## src/rtl/plate_entry_pkg.sv

```systemverilog
// Shared definitions for the keypad-to-plate front end: key codes, the
// blank display nibble, default sizing and the entry state encoding.
package plate_entry_pkg;

  // Scanner key codes: 0x0..KEY_CHAR_MAX are plate characters.
  localparam logic [3:0] KEY_CHAR_MAX = 4'hD;
  localparam logic [3:0] KEY_BKSP     = 4'hE;
  localparam logic [3:0] KEY_ENTER    = 4'hF;

  // Nibble shown in unfilled positions; the LCD renders it as '_'.
  localparam logic [3:0] BLANK_CODE = 4'hF;

  // Default sizing used by the top level.
  localparam int N_CHARS_DEF       = 6;
  localparam int TIMEOUT_TICKS_DEF = 30;

  typedef enum logic [1:0] {
    IDLE  = 2'd0,
    ENTRY = 2'd1,
    DONE  = 2'd2
  } state_t;

  // True for codes that enter a character into the plate.
  function automatic logic is_char(input logic [3:0] code);
    return (code <= KEY_CHAR_MAX);
  endfunction

endpackage

```

## src/rtl/plate_entry_key_edge.sv

```systemverilog
// Key front end: turns the scanner's held key_valid level into a single
// registered press event, latches the code with it, and flags a long hold.
module key_edge
  import plate_entry_pkg::*;
#(
  parameter int HOLD_TICKS = TIMEOUT_TICKS_DEF / 2
) (
  input  logic       clk,
  input  logic       reset,
  input  logic       key_valid,
  input  logic [3:0] key_code,
  output logic       key_evt,
  output logic [3:0] key_code_q,
  output logic       long_hold
);

  localparam int HW = $clog2(HOLD_TICKS + 1);

  logic          key_prev;
  logic [HW-1:0] hold_cnt;

  // Rising-edge detect, code capture on the edge, and a saturating hold
  // counter that fires long_hold once when the hold reaches HOLD_TICKS.
  always_ff @(posedge clk or posedge reset) begin
    if (reset) begin
      key_prev   <= 1'b0;
      key_evt    <= 1'b0;
      key_code_q <= 4'h0;
      long_hold  <= 1'b0;
      hold_cnt   <= '0;
    end else begin
      key_prev  <= key_valid;
      key_evt   <= key_valid & ~key_prev;
      long_hold <= 1'b0;
      if (key_valid && !key_prev) begin
        key_code_q <= key_code;
        hold_cnt   <= HW'(1);
      end else if (key_valid) begin
        if (hold_cnt != HW'(HOLD_TICKS)) begin
          hold_cnt <= hold_cnt + HW'(1);
        end
        if (hold_cnt == HW'(HOLD_TICKS - 1)) begin
          long_hold <= 1'b1;
        end
      end else begin
        hold_cnt <= '0;
      end
    end
  end

endmodule

```

## src/rtl/plate_entry.sv

```systemverilog
// Keypad-to-plate front end between the keypad scanner and the parking FSM.
// Collects up to N_CHARS nibbles with backspace/clear, shows a live image for
// the LCD, commits a non-zero plate on ENTER and discards idle entries.
module plate_entry
  import plate_entry_pkg::*;
#(
  parameter int N_CHARS       = N_CHARS_DEF,
  parameter int TIMEOUT_TICKS = TIMEOUT_TICKS_DEF
) (
  input  logic                 clk,
  input  logic                 reset,
  input  logic                 enable,
  input  logic                 key_valid,
  input  logic [3:0]           key_code,
  output logic [4*N_CHARS-1:0] plate_disp,
  output logic [4*N_CHARS-1:0] plate_out,
  output logic                 plate_valid,
  output logic [2:0]           char_count,
  output logic                 timeout
);

  localparam int             PW          = 4 * N_CHARS;
  localparam int             IW          = $clog2(TIMEOUT_TICKS + 1);
  localparam logic [2:0]     FULL        = 3'(N_CHARS);
  localparam logic [PW-1:0]  BLANK_PLATE = {N_CHARS{BLANK_CODE}};
  localparam logic [IW-1:0]  IDLE_LAST   = IW'(TIMEOUT_TICKS - 1);
  localparam logic [IW-1:0]  IDLE_SAT    = IW'(TIMEOUT_TICKS);

  state_t        state;
  logic          key_evt;
  logic          long_hold;
  logic [3:0]    key_code_q;
  logic [IW-1:0] idle_cnt;
  logic [IW-1:0] idle_next;
  logic [PW-1:0] plate_add;
  logic [PW-1:0] plate_del;
  logic          bksp_clear;
  logic          can_commit;

  key_edge #(
    .HOLD_TICKS (TIMEOUT_TICKS / 2)
  ) u_key_edge (
    .clk        (clk),
    .reset      (reset),
    .key_valid  (key_valid),
    .key_code   (key_code),
    .key_evt    (key_evt),
    .key_code_q (key_code_q),
    .long_hold  (long_hold)
  );

  // Candidate images: the latched character written at the cursor, and the
  // last filled position blanked; position 0 is the most significant nibble.
  always_comb begin
    plate_add = plate_disp;
    plate_del = plate_disp;
    for (int i = 0; i < N_CHARS; i++) begin
      if (int'(char_count) == i) begin
        plate_add[PW-4-4*i +: 4] = key_code_q;
      end
      if (int'(char_count) == i + 1) begin
        plate_del[PW-4-4*i +: 4] = BLANK_CODE;
      end
    end
  end

  // Saturating idle count, long backspace detection and commit qualification.
  always_comb begin
    idle_next  = (idle_cnt == IDLE_SAT) ? idle_cnt : idle_cnt + IW'(1);
    bksp_clear = long_hold && (key_code_q == KEY_BKSP);
    can_commit = (char_count == FULL) && (plate_disp != '0);
  end

  // Entry FSM with registered outputs; aborts and inactivity clear the entry.
  always_ff @(posedge clk or posedge reset) begin
    if (reset) begin
      state       <= IDLE;
      plate_disp  <= BLANK_PLATE;
      plate_out   <= '0;
      plate_valid <= 1'b0;
      char_count  <= 3'd0;
      timeout     <= 1'b0;
      idle_cnt    <= '0;
    end else begin
      timeout <= 1'b0;
      case (state)
        IDLE: begin
          plate_disp  <= BLANK_PLATE;
          plate_out   <= '0;
          plate_valid <= 1'b0;
          char_count  <= 3'd0;
          idle_cnt    <= '0;
          if (enable) begin
            state <= ENTRY;
          end
        end

        ENTRY: begin
          if (!enable) begin
            state      <= IDLE;
            plate_disp <= BLANK_PLATE;
            char_count <= 3'd0;
            idle_cnt   <= '0;
          end else if (key_evt) begin
            idle_cnt <= '0;
            if (is_char(key_code_q)) begin
              if (char_count < FULL) begin
                plate_disp <= plate_add;
                char_count <= char_count + 3'd1;
              end
            end else if (key_code_q == KEY_BKSP) begin
              if (char_count != 3'd0) begin
                plate_disp <= plate_del;
                char_count <= char_count - 3'd1;
              end
            end else if (key_code_q == KEY_ENTER) begin
              if (can_commit) begin
                plate_out   <= plate_disp;
                plate_valid <= 1'b1;
                state       <= DONE;
              end
            end
          end else if (bksp_clear) begin
            plate_disp <= BLANK_PLATE;
            char_count <= 3'd0;
            idle_cnt   <= idle_next;
          end else if (idle_cnt == IDLE_LAST) begin
            plate_disp <= BLANK_PLATE;
            char_count <= 3'd0;
            timeout    <= 1'b1;
            idle_cnt   <= idle_next;
          end else begin
            idle_cnt <= idle_next;
          end
        end

        DONE: begin
          if (!enable) begin
            state       <= IDLE;
            plate_disp  <= BLANK_PLATE;
            plate_out   <= '0;
            plate_valid <= 1'b0;
            char_count  <= 3'd0;
            idle_cnt    <= '0;
          end
        end

        default: begin
          state <= IDLE;
        end
      endcase
    end
  end

endmodule

```

## config.mk

```make
export PLATFORM = sky130hd
export DESIGN_NAME = plate_entry
export DESIGN_NICKNAME = d
export VERILOG_FILES = /design/src/rtl/plate_entry_pkg.sv /design/src/rtl/plate_entry_key_edge.sv /design/src/rtl/plate_entry.sv
export SDC_FILE = /design/constraint.sdc
export NUM_CORES = 1
export LEC_CHECK = 0
export BUFFER_PORTS_ARGS = -buffer_cell sky130_fd_sc_hd__buf_2
export CAP_MARGIN = 25
export CORE_MARGIN = 4
export CORE_UTILIZATION = 25
export CTS_CLUSTER_SIZE = 24
export DETAILED_ROUTE_END_ITERATION = 7
export GPL_TIMING_DRIVEN = 1
export SYNTH_ARGS = -nofsm -noshare
export SYNTH_HDL_FRONTEND = slang
export SYNTH_SLANG_ARGS = --single-unit
```

## constraint.sdc

```tcl
create_clock -name clk -period 6.1 [get_ports clk]
set_input_delay 0.61 -clock clk [delete_from_list [all_inputs] [get_ports clk]]
set_output_delay 0.61 -clock clk [all_outputs]
set_load 0.05 [all_outputs]
```

# After elaboration in Yosys (flattened, before gate mapping)
# Cells that the tools add are included.
word_totals:
  inputBits: 8
  register_bits: 71
  elab_cells: 163
classes:
  muxes: 73
  add_sub_neg: 4
  n_reduce_logical: 19
  n_lt_le_gt_ge: 2
  bitwise_logic: 2
  eq_ne: 46
op_table:
  columns: ["cell", "count"]
  rows:
  - ["$mux W24", 16]
  - ["$pmux W24 S3", 2]
  - ["$ne A5 B5 Y1 const B", 15]
  - ["$mux W4", 15]
  - ["$reduce_and A8 Y1", 7]
  - ["$mux W3", 9]
  - ["$reduce_bool A24 Y1", 1]
  - ["$mux W5", 4]
  - ["$mux W2", 8]
  - ["$eq A3 B3 Y1 const B", 5]
  - ["$mux W1", 15]
  - ["$pmux W5 S3", 1]
  - ["$ne A2 B2 Y1 const B", 7]
  - ["$eq A4 B4 Y1 const B", 3]
  - ["$ne A3 B3 Y1 const B", 4]
  - ["$eq A5 B5 Y1 const B", 2]
  - ["$pmux W3 S3", 1]
  - ["$reduce_and A7 Y1", 1]
  - ["$eq A3 B2 Y1 const B", 2]
  - ["$pmux W2 S3", 1]
  - ["$reduce_and A6 Y1", 1]
  - ["$reduce_bool A3 Y1", 2]
  - ["$add A5 B1 Y5 const B", 1]
  - ["$ne A5 B4 Y1 const B", 1]
  - ["20 further kinds", 22]

# Logic depth before layout (Yosys ltp)
# Gate-level depths: netlist of the first run.
logic_depth:
  depth_word: 9
  ltp_mapped: 8
  depth_no_buf: 7

# Cells and area by module
# Synthesis of the first run repeated with hierarchy kept, for this count alone.
unflattened:
  cells_unflattened: 254
  hier_area_um2: 3210.6
modules_own_cells:
  columns: ["mod", "cells_each", "area_each_um2", "seq_area_each_um2", "instances"]
  rows:
  - ["plate_entry", 217, 2740.1, 1531.5, 1]
  - ["key_edge", 37, 470.5, 275.3, 1]

# Worst setup path after synthesis of the first run
# OpenSTA, ideal clock, no wires.
synth_path:
  kind: "register to register"
  from: "register char_count[0]"
  to: "register plate_disp[10]"
  synth_period_minus_slack_ps: 2350
  t_required_ps: 6020
  n_path_buf: 2
  path_slack_ps: 3750
  arrival_ps: 2270
  path_stages_with_launch: 8
  setup_time_ps: 80
  path_cell_list: "dfrtp_1 > clkbuf_1 > nor3_1 > o311a_1 > o211a_1 > buf_6 > or3_4 > o22a_1"
synth_via:
  elab_chain_len: 3
  word_cells_on_any_way: 9
  classes_between: "order compare (1); eq/ne (6); reduce/logical (2)"
synth_lines:
  columns: ["item", "line_no", "text"]
  rows:
  - ["start, declared", "plate_entry.sv:18", "output logic [2:0] char_count,"]
  - ["start signal, assigned", "plate_entry.sv:109", "char_count <= char_count + 3'd1;"]
  - ["start signal, assigned", "plate_entry.sv:114", "char_count <= char_count - 3'd1;"]
  - ["$lt A3 B3 Y1 (tied with other cells)", "plate_entry.sv:107", "if (char_count < FULL) begin"]
  - ["$ne A5 B5 Y1 (no line)", null, null]
  - ["$reduce_and A8 Y1 (no line) (*)", null, null]
  - ["end signal, assigned", "plate_entry.sv:108", "plate_disp <= plate_add;"]
  - ["end signal, assigned", "plate_entry.sv:113", "plate_disp <= plate_del;"]
  - ["end, declared", "plate_entry.sv:15", "output logic [4*N_CHARS-1:0] plate_disp,"]
# Every way passes the cells marked *; elsewhere a longest branch is shown, timed or not.
# A chain may end at the register's enable or synchronous reset.

# Worst setup path after layout of the first run
layout_path:
  from: "register u_key_edge.key_code_q[1]"
  to: "register plate_out[7]"
layout_via:
  elab_chain_len: 3
  word_cells_on_any_way: 7
  classes_between: "order compare (1); eq/ne (5); reduce/logical (1)"
layout_lines:
  columns: ["item", "line_no", "text"]
  rows:
  - ["start, declared", "plate_entry_key_edge.sv:13", "output logic [3:0] key_code_q,"]
  - ["start signal, assigned", "plate_entry_key_edge.sv:36", "key_code_q <= key_code;"]
  - ["$le A4 B4 Y1 (tied with other cells)", "plate_entry_pkg.sv:25", "return (code <= KEY_CHAR_MAX);"]
  - ["$ne A2 B2 Y1 (no line)", null, null]
  - ["$reduce_and A8 Y1 (no line) (*)", null, null]
  - ["end signal, assigned", "plate_entry.sv:118", "plate_out <= plate_disp;"]
  - ["end, declared", "plate_entry.sv:16", "output logic [4*N_CHARS-1:0] plate_out,"]
# Marked as above.

==> results of run 1 <==
cells by family (layout without fill, tap and decap cells):
family                     after synthesis  count (layout)  synth area share, %
AOI/OAI and AO/OA                       75              75                 20.0
and+or+nand+nor                         72              72                 13.2
DFF                                     71              71                 57.1
buffers and inverters                   23              89                 3.24
adders and majority gates                6               6                 2.61
xor gates and xnor gates                 6               6                 1.66
muxes                                    6               6                 2.14
cell usage after synthesis (all sizes together) (2+ instances only):
cell	number	area (um2)
dfrtp	47	1180
a22o	24	210
dfstp	24	631
o22a	17	149
nor2	13	48.8
nand2	11	41.3
inv	10	37.5
buf	8	46.3
nor3	8	55.1
nand4	7	43.8
o32a	7	70.1
mux2	6	67.6
nand3	6	35.0
o21ai	6	30.0
clkbuf	5	18.8
ha	5	62.6
a211oi	4	45.1
a31oi	4	25.0
nand2b	4	25.0
nor2b	4	25.0
nor4	4	25.0
a21oi	3	15.0
or3	3	28.8
xnor2	3	26.3
xor2	3	26.3
a21o	2	15.0
and3b	2	17.5
and4	2	17.5
nor3b	2	15.0
or4	2	15.0
layout make-up:
| cell class | instances | area share, % |
|---|---|---|
| Inverter | 10 | 0.948 |
| Timing Repair Buffer | 63 | 8.15 |
| Clock buffer | 9 | 5.69 |
| Clock inverter | 7 | 2.59 |
| Multi-Input combinational cell | 165 | 31.7 |
| Tap cell | 168 | 5.31 |
| Sequential cell | 71 | 45.6 |
worst max-delay path, delay by kind of cell (launching register included):
| kind | cells | cell delay (ns) |
|---|---|---|
| compound gates | 2 | 0.46 |
| buf+inv | 1 | 0.33 |
| simple gates | 3 | 1.20 |
| flops | 1 | 0.49 |
worst max-delay path by stage:
stage          cells after the start                         to  slack (ns)                                  from
6_report                           6   plate_out[7]$_DFFE_PP0P_        3.55  u_key_edge.key_code_q[1]$_DFFE_PP0P_
5_1_grt                            6   plate_out[2]$_DFFE_PP0P_        3.32  u_key_edge.key_code_q[2]$_DFFE_PP0P_
4_1_cts                            6   plate_out[5]$_DFFE_PP0P_        3.56  u_key_edge.key_code_q[1]$_DFFE_PP0P_
3_5_place_dp                       6  plate_out[23]$_DFFE_PP0P_        3.59  u_key_edge.key_code_q[1]$_DFFE_PP0P_
3_3_place_gp                       6  char_count[0]$_DFFE_PP0P_        3.61                                enable
2_1_floorplan                      1  char_count[0]$_DFFE_PP0P_        3.73                                 reset
state kept, by name, indices dropped and copies added, names as in the netlist:
signal / flops
idle_cnt: 5
state: 2
char_count: 3
timeout: 1
u_key_edge.key_prev: 1
u_key_edge.key_evt: 1
plate_out: 24
u_key_edge.hold_cnt: 4
u_key_edge.long_hold: 1
u_key_edge.key_code_q: 4
plate_valid: 1
plate_disp: 24
layer usage:
| metal | track usage [%] | part of all wire [%] |
|---|---|---|
| met1 | 15.8 | 47 |
| met2 | 16.3 | 43 |
| met4 | 3.19 | 1.3 |
| met3 | 4.72 | 8.7 |
| met5 | 0 | 0 |
where the power goes:
group / switching, mW / internal, mW / leakage, nW
registers: 0.0155 / 0.480 / 0.891
clock network: 0.210 / 0.363 / 0.157
logic: 0.0441 / 0.0215 / 0.670
total: 0.269 / 0.865 / 1.72
metrics by stage:
stage | hold slack (ns) | power [mW]
after floorplan | 0.453 | 0.549
after global placement | 0.461 | 0.566
after detailed placement | 0.470 | 0.570
after CTS | 0.416 | 1.15
after global routing | 0.422 | 1.18
final | 0.421 | 1.13
==> flow_summary_export.csv, run 1 <==
group,metric,value,unit
final_layout,antennaDiodeCount,0,
worst_setup_path,cp_slowest_cell,"and2_1",
worst_setup_path,arrival,2.82,ns
clock_tree,htreeDepth,3,
grt,grt_overflow,0,
timing,slew_viol_final,0,
clock_tree,cts_resized,0,
timing,max_freq,0.391,GHz
final_layout,multi_input_area,0.00125,mm2
final_layout,ff_latch_area,0.00181,mm2
worst_setup_path,startpoint_type,"flop",
grt,grt_pass1_vias,2380,
die,die-area,0.0145,mm2
timing,skew,0.00680,ns
detailed_routing,vias,2366,
detailed_routing,drtAntennaViolNets,0,
worst_hold_path,hp-start,"key_valid",
detailed_routing,first_iter_violations,128,
die,core,0.0122,mm2
worst_hold_path,holdPathStages,1,
worst_setup_path,crit_chain,"nand3_2 -> inv_1 -> nand4_1 -> a21oi_1 -> and2_1 -> a22o_1",
job,maxCapViolations,0,
worst_setup_path,worst-r2r-setup-slack,3.55,ns
die,io_pins,61,
worst_setup_path,r2r_cells,6,
synth,ys_seq_area_share,57.1,%
placed_design,io_buffers,60,
worst_setup_path,worstSetupEndpointType,"flop",
die,fp.dieW,121,um
placed_design,hpwl,5.69,mm
final_layout,final_util,32.4,%
pwr,irDropWorstVdd,0.000124,V
detailed_routing,drt-pass1-iter-count,4,
die,rows,40,
grt,grt_pass1_wl,13.0,mm
timing,rsz0062_at_grt,"false",
clock_tree,postCtsSetupBuffers,0,
worst_hold_path,hp-class,"input pin to flop",
synth,syn-cell-area,0.00316,mm2
placed_design,gp_routability_congestion,0.873,
synth,yosysWarnings,0,
detailed_routing,wl,8.04,mm
worst_setup_path,reg2reg_to,"plate_out[7]$_DFFE_PP0P_",
clock_tree,cts-root-buf,"clkbuf_16",
clock_tree,clkLatencyLatePin,0.34,ns
clock_tree,numCtsBuffers,9,
worst_setup_path,cp_max_fo,25,
final_layout,final_cell_mix,"60 x buf_2, 47 x dfrtp_1, 24 x a22o_1, 24 x dfstp_2, 17 x o22a_1",
die,initial_core_util,25.9,%
synth,synth.avg_cell_area,12.2,um2
clock_tree,clkTransAtPathRegs,0.06,ns
clock_tree,cts_sinks,71,
final_layout,fin_area,0.00396,mm2
synth,synthCells,259,
final_layout,nNetsFinal,334,
timing,hold_viol_final,0,
timing,finalCritPeriodShare,41.9,%
grt,grt_usage,11.4,%
detailed_routing,via_per_inst,4.80,
pwr,power_density,286,mW/mm2
final_layout,final_cells,493,
timing,min_period,2.55,ns
synth,synth_cell_types,50,
timing,setup_violations,0,
synth,ys.flop_type,"dfrtp_1",
synth,synth-async-reset-ratio,100,%
placed_design,dpl_cell_area,0.00363,mm2
timing,tightestPinTransition,1.01,ns
placed_design,place_inst,477,
worst_hold_path,min_to,"u_key_edge.key_prev$_DFF_PP0_",
status,outcome,"finished clean",
detailed_routing,wl_per_cell,16.3,um
die,die_h,121,um
grt,grt_max_degree,72,
worst_setup_path,critPathRequiredTime,6.36,ns
synth,synth-edff-count,0,
grt,antenna_found_initial,0,
final_layout,fill_cells,1258,
final_layout,syn_to_final_growth,25.1,%
worst_setup_path,path_class,"flop to flop",
final_layout,drive_above_1_share,36.6,%
pwr,leakage,1.72,nW
timing,fin_ws,3.55,ns
worst_setup_path,reg2reg_from,"u_key_edge.key_code_q[1]$_DFFE_PP0P_",
clock_tree,cts.path.max_buffers,2,
clock_tree,cts_tree,"done",
clock_tree,cts-hold-fix-buffers,0,
final_layout,final_common_cell,"buf_2",
detailed_routing,drcViolationCount,0,
timing,slew-limit-headroom,32.4,%
timing,finalSetupTns,0,ns
synth,synth_nets,273,
synth,ys_seq_elements,71,
placed_design,dpl_worst_slack,3.59,ns
worst_setup_path,slowest_delay,0.82,ns
Note: power is estimated with default switching activity, not from simulation.
==> run 2, diff against run 1 <==
--- a/config.mk
+++ b/config.mk
@@ -5,6 +5,7 @@
 export SDC_FILE = /design/constraint.sdc
 export NUM_CORES = 1
 export LEC_CHECK = 0
+export ABC_AREA = 1
 export BUFFER_PORTS_ARGS = -buffer_cell sky130_fd_sc_hd__buf_2
 export CAP_MARGIN = 25
 export CORE_MARGIN = 4
==> constraint.sdc (replaced) <==
create_clock -name clk -period 2.2 [get_ports clk]
set_input_delay 0.22 -clock clk [delete_from_list [all_inputs] [get_ports clk]]
set_output_delay 0.22 -clock clk [all_outputs]
set_load 0.05 [all_outputs]
==> run 2 against run 1 <==
Final area increased by 9.0%; synthesized cell count up 60%; flip-flop and latch count did not move; critical endpoint is now plate_disp[16]$_DFFE_PP1P_; largest cell class unchanged; clock power rose to 2.8 times the previous value; combinational power grew to 28 times the previous value; utilization down 1.2 points; clock-buffer cell count up 1; clock skew shrank 0.0038 ns.
==> flow_summary_export.csv, run 2 <==
group,metric,value,unit
worst_setup_path,arrival,1.94,ns
synth,synth_cell_types,34,
pwr,power_density,1240,mW/mm2
timing,rsz0062_at_grt,"false",
synth,synth-edff-count,0,
grt,grt_max_degree,44,
synth,ys.flop_type,"dfrtp_1",
detailed_routing,wl_met3,492,um
synth,synth.avg_cell_area,8.47,um2
worst_setup_path,cp_slowest_cell,"dfrtp_1",
die,io_pins,61,
synth,yosys.area.top_type,"dfrtp_1",
clock_tree,postCtsSetupBuffers,0,
synth,yosysWarnings,0,
detailed_routing,first_iter_violations,128,
pwr,leakage,2.19,nW
clock_tree,cts_sinks,71,
synth,syn-cell-area,0.00351,mm2
clock_tree,cts_tree,"done",
grt,grt_pass1_vias,2879,
timing,finalCritPeriodShare,76.4,%
timing,hold_viol_final,0,
clock_tree,clkTransAtPathRegs,0.06,ns
final_layout,nNetsFinal,496,
synth,synth.area.top_cells,"dfrtp_1 34%, nand2_1 19%, dfstp_2 18%",
synth,synth-async-reset-ratio,100,%
placed_design,hpwl,6.20,mm
clock_tree,numCtsBuffers,9,
worst_setup_path,cp_max_fo,36,
die,initial_core_util,25.4,%
timing,min_period,1.68,ns
detailed_routing,drtAntennaViolNets,0,
final_layout,final_cell_mix,"175 x nand2_1, 60 x buf_2, 47 x dfrtp_1, 44 x nand3_1, 26 x nor2_1",
die,die-area,0.0160,mm2
worst_hold_path,hp-class,"input pin to flop",
die,die_h,126,um
grt,grt_overflow,0,
timing,finalSetupTns,0,ns
placed_design,io_buffers,60,
worst_setup_path,crit_end,"plate_disp[16]$_DFFE_PP1P_",
pwr,irDropWorstVdd,0.000381,V
detailed_routing,wl_per_cell,12.5,um
synth,synth_nets,428,
status,outcome,"finished clean",
final_layout,antennaDiodeCount,0,
timing,whs,0.0537,ns
timing,max_freq,0.595,GHz
worst_setup_path,cp-startpoint,"state[0]$_DFFE_PP0P_",
worst_setup_path,reg2reg_to,"plate_disp[16]$_DFFE_PP1P_",
clock_tree,cts.path.max_buffers,2,
detailed_routing,drcViolationCount,0,
clock_tree,cts-root-buf,"clkbuf_16",
final_layout,drive_above_1_share,28.3,%
job,maxCapViolations,0,
clock_tree,clkLatencyLatePin,0.33,ns
grt,grt_usage,11.0,%
worst_setup_path,crit_chain,"inv_2 -> nor2_4 -> nand2_4 -> nor2_8 -> nor2_4 -> nand2_4 -> nand2_4 -> nand2_1 -> nand2_1 -> nand2_1",
final_layout,final_common_cell,"nand2_1",
timing,skew,0.00298,ns
worst_setup_path,worstSetupEndpointType,"flop",
grt,antenna_found_initial,0,
detailed_routing,met1Wirelength,3.73,mm
placed_design,gp_routability_congestion,0.802,
final_layout,syn_to_final_growth,23.2,%
detailed_routing,via_per_inst,4.32,
detailed_routing,vias,2883,
pwr,p_total,5.33,mW
detailed_routing,wl,8.35,mm
synth,synth_most_common_cell,"nand2_1",
worst_setup_path,startpoint_type,"flop",
synth,ys_seq_area_share,51.5,%
die,fp.dieW,126,um
timing,tightestPinTransition,0.529,ns
die,rows,43,
timing,slew-limit-headroom,64.7,%
worst_setup_path,r2r_cells,10,
synth,yosysTopAreaCellShare,33.5,%
final_layout,top_regs,"plate_disp (24), plate_out (24), idle_cnt (5)",
worst_setup_path,path_class,"flop to flop",
detailed_routing,drt-pass1-iter-count,4,
detailed_routing,wl_met2,3.95,mm
timing,setup_violations,0,
die,core,0.0138,mm2
timing,slew_viol_final,0,
grt,grt_pass1_wl,14.2,mm
worst_setup_path,slowest_delay,0.41,ns
detailed_routing,highest_layer,"met4",
synth,yosys-top-cells-count,"175 x nand2_1, 47 x dfrtp_1, 44 x nand3_1",
worst_setup_path,worst-r2r-setup-slack,0.52,ns
synth,ys_seq_elements,71,
clock_tree,htreeDepth,3,
synth,synthCells,414,
worst_setup_path,reg2reg_from,"state[0]$_DFFE_PP0P_",
worst_setup_path,critPathRequiredTime,2.46,ns
run 2: changes by cell type after synthesis, sizes merged, moves of 5 or more:
cell and delta:
nand2 +176, nand3 +41, a22o -24, nor2 +21
o22a -17, inv +14, o21ai +9, o32a -7
mux2 -6, clkbuf -5, nand4 -5, nor3 -5
run 2: metal layers:
layer  global-route usage (%)  vias to the layer above
met1                     13.7                     1352
met5                        0                        -
met4                     4.42                        0
met3                     3.75                       16
li1                         -                     1449
met2                     17.6                       66
run 2: cell families (layout without fill, tap and decap cells):
family                     count (synthesis)  count (layout)  synth area share [%]
buffers and inverters                     33             106                  5.10
AOI/OAI and AO/OA                         23              23                  4.32
DFF                                       71              71                  51.5
xor gates and xnor gates                   4               4                 0.999
adders and majority gates                  6               6                  2.36
and+or+nand+nor                          277             277                  35.7
run 2: how the worst min path moves through the flow:
stage | slack [ns] | from | endpoint | depth (start not counted)
floorplan | 0.25 | key_valid | u_key_edge.key_prev$_DFF_PP0_ | 0
global placement | 0.32 | reset | plate_out[3]$_DFFE_PP0P_ | 3
detailed placement | 0.33 | reset | plate_out[3]$_DFFE_PP0P_ | 3
CTS | 0.04 | key_valid | u_key_edge.key_prev$_DFF_PP0_ | 1
global route | 0.04 | key_valid | u_key_edge.key_prev$_DFF_PP0_ | 1
finish | 0.05 | key_valid | u_key_edge.key_prev$_DFF_PP0_ | 1
run 2: final cells by class:
class	count	area, um2
Fill cell	1433	9510
Sequential cell	71	1810
Multi-Input combinational cell	310	1520
Timing Repair Buffer	65	340
Clock buffer	10	239
Tap cell	180	225
Inverter	25	95.1
Clock inverter	6	91.3
run 2: power by group:
| part | leakage, nW | switching, mW | internal [mW] |
|---|---|---|---|
| combinational | 1.14 | 1.41 | 0.439 |
| sequential | 0.893 | 0.251 | 1.65 |
| clock | 0.163 | 0.561 | 1.03 |
| total | 2.19 | 2.22 | 3.11 |
run 2: what timing repair did:
item	in CTS	in global routing
hold buffers	1	0
resized for setup	0	0
endpoints found under the hold margin	28	0
run 2: critical path: cells and delay by family (launching register included):
family	cells	cell delay, ns
flip-flops	1	0.41
buffers and inverters	1	0.15
AND/OR/NAND/NOR	9	1.04
run 2: through the flow:
stage	cell area (um2)	util [%]	instances	worst slack, ns
2_1_floorplan	3510	-	414	0.223
3_3_place_gp	3980	28.8	650	0.545
3_5_place_dp	3980	28.8	650	0.524
4_1_cts	4320	31.2	667	0.497
5_1_grt	4320	31.2	667	0.324
6_report	4320	31.2	667	0.519
==> run 3, diff against run 2 <==
==> constraint.sdc (replaced) <==
create_clock -name clk -period 1.42 [get_ports clk]
set_input_delay 0.142 -clock clk [delete_from_list [all_inputs] [get_ports clk]]
set_output_delay 0.142 -clock clk [all_outputs]
set_load 0.05 [all_outputs]
==> run 3 against run 2 <==
Combinational power grew to 2.8 times the previous value; fmax up 9.0%; hold slack got worse by 0.019 ns; final area rose by 29%; sequential share of layout area is 9.4 points lower; non-clock buffer count increased by 80; via count grew 15%; clock skew grew 0.0050 ns; die area did not move; critical path type unchanged; highest routed layer unchanged; worst setup slack lost 0.64 ns; flip-flop and latch count did not move; the flow now finishes with violations (negative setup slack); utilization increased by 9.1 points.
==> flow_summary_export.csv, run 3 (synthesized netlist as in run 2, its figures left out) <==
group,metric,value,unit
die,initial_core_util,25.4,%
final_layout,multi_input_area,0.00198,mm2
detailed_routing,vias,3308,
placed_design,gp_routability_congestion,0.804,
final_layout,top_regs,"plate_disp (24), plate_out (24), idle_cnt (5)",
pwr,irDropWorstVdd,0.000703,V
timing,skew,0.00793,ns
pwr,switchingPower,4.30,mW
worst_setup_path,r2r_cells,10,
timing,hold_viol_final,0,
final_layout,fill_cells,1303,
grt,antenna_found_initial,0,
clock_tree,cts.path.max_buffers,2,
die,die_h,126,um
clock_tree,clkLatencyLatePin,0.34,ns
detailed_routing,via_per_inst,4.41,
status,violations,"negative setup slack",
pwr,leakage,2.80,nW
detailed_routing,wl_met3,567,um
final_layout,final_cells,750,
timing,setup_violations,56,
clock_tree,cts_tree,"done",
timing,slew-limit-headroom,73.0,%
detailed_routing,drtAntennaViolNets,0,
detailed_routing,wl_per_cell,13.6,um
worst_setup_path,cp_max_fo,6,
pwr,switching_share,41.2,%
placed_design,dpl_cell_area,0.00452,mm2
final_layout,drive_above_1_share,53.9,%
final_layout,final_common_cell,"nand2_1",
clock_tree,cts_sinks,71,
timing,rsz0062_at_grt,"true",
pwr,seqPwrFrac,26.6,%
timing,finalSetupTns,-3.37,ns
detailed_routing,highest_layer,"met4",
timing,whs,0.0349,ns
pwr,power_frac_comb,50.3,%
timing,max_freq,0.648,GHz
clock_tree,htreeDepth,3,
clock_tree,cts-root-buf,"clkbuf_16",
placed_design,place_inst,713,
grt,grt_max_degree,34,
final_layout,antennaDiodeCount,0,
pwr,power_density,1870,mW/mm2
timing,tightestPinTransition,0.404,ns
pwr,p_clk_share,23.1,%
final_layout,final_cell_mix,"118 x nand2_1, 67 x buf_4, 50 x nand2_2, 44 x dfrtp_1, 44 x buf_2",
worst_setup_path,cp_slowest_cell,"dfrtp_1",
final_layout,ff_latch_area,0.00181,mm2
grt,grt_overflow,0,
detailed_routing,drcViolationCount,0,
status,outcome,"finished with violations",
worst_setup_path,path_class,"flop to flop",
die,die-area,0.0160,mm2
worst_hold_path,holdPathStages,3,
timing,finalCritPeriodShare,109,%
detailed_routing,met1Wirelength,4.35,mm
final_layout,fin_area,0.00558,mm2
die,rows,43,
detailed_routing,wl,10.2,mm
worst_setup_path,arrival,1.82,ns
final_layout,nNetsFinal,579,
detailed_routing,wl_met2,5.22,mm
placed_design,io_buffers,60,
worst_hold_path,hp-class,"input pin to flop",
pwr,intPower,6.14,mW
placed_design,hpwl,6.76,mm
grt,grt_usage,12.6,%
timing,slew_viol_final,0,
timing,min_period,1.54,ns
worst_setup_path,worstSetupEndpointType,"flop",
worst_setup_path,critPathRequiredTime,1.70,ns
clock_tree,numCtsBuffers,9,
grt,grt_pass1_vias,3221,
worst_setup_path,slowest_delay,0.44,ns
die,io_pins,61,
die,fp.dieW,126,um
die,core,0.0138,mm2
grt,grt_pass1_wl,16.2,mm
clock_tree,clkTransAtPathRegs,0.06,ns
worst_setup_path,startpoint_type,"flop",
detailed_routing,drt-pass1-iter-count,6,
job,maxCapViolations,0,
timing,fin_ws,-0.123,ns
worst_setup_path,crit_chain,"nor2_4 -> nand2_4 -> buf_6 -> nor2_4 -> nand2_1 -> nand2_2 -> nand2_4 -> nand2_4 -> nand2_2 -> nand2_2",
detailed_routing,first_iter_violations,96,
final_layout,syn_to_final_growth,59.2,%
-- run 3: cell type report --
class | count | share of cell area, %
Multi-Input combinational cell | 313 | 35.5
Sequential cell | 71 | 32.4
Timing Repair Buffer | 145 | 20.4
Clock buffer | 11 | 4.17
Tap cell | 180 | 4.04
Inverter | 25 | 1.95
Clock inverter | 5 | 1.48
-- run 3: power by group through the flow --
stage | combinational (mW) | sequential (mW) | clock, mW
after floorplan | 1.54 | 3.79 | 0
after global placement | 3.78 | 2.76 | 0
after detailed placement | 3.84 | 2.78 | 0
after CTS | 4.49 | 2.75 | 2.48
after global routing | 5.63 | 2.81 | 2.56
final | 5.24 | 2.78 | 2.41
-- run 3: stage by stage --
| step | setup WS [ns] | util, % | power [mW] |
|---|---|---|---|
| 3_5_place_dp | -0.127 | 32.7 | 6.61 |
| 3_3_place_gp | -0.109 | 32.7 | 6.54 |
| 6_report | -0.123 | 40.4 | 10.4 |
| 5_1_grt | -0.204 | 40.4 | 11.0 |
| 4_1_cts | -0.0676 | 37.1 | 9.71 |
| 2_1_floorplan | -0.161 | - | 5.33 |
-- run 3: path summary, 6_finish.rpt --
kind,startpoint,end,slack (ns)
max in group asynchronous,reset,plate_disp[14]$_DFFE_PP1P_,0.51
min in group asynchronous,reset,plate_out[21]$_DFFE_PP0P_,0.34
max reg2reg,state[1]$_DFFE_PP0P_,plate_disp[19]$_DFFE_PP1P_,-0.12
min,key_code[1],u_key_edge.key_code_q[1]$_DFFE_PP0P_,0.03
min reg2reg,plate_out[18]$_DFFE_PP0P_,plate_out[18]$_DFFE_PP0P_,0.47
max,state[1]$_DFFE_PP0P_,plate_disp[19]$_DFFE_PP1P_,-0.12
-- run 3: per-layer routing --
layer  up-vias  global-route usage [%]
met5         -                       0
li1       1630                       -
met4         0                    3.22
met1      1597                    15.3
met2        73                    21.1
met3         8                    4.51
-- run 3: repair_timing --
action	CTS	global route
setup endpoints to repair	58	65
pin swaps	15	47
setup buffers	8	5
endpoints found under the hold margin	15	0
resized for setup	29	114
cloned	3	3
hold buffers	2	0
-- run 3: worst max-delay path, delay by kind of cell (launching register included) --
family	cells	cell delay, ns
buf+inv	1	0.14
flops	1	0.44
simple gates	9	0.90
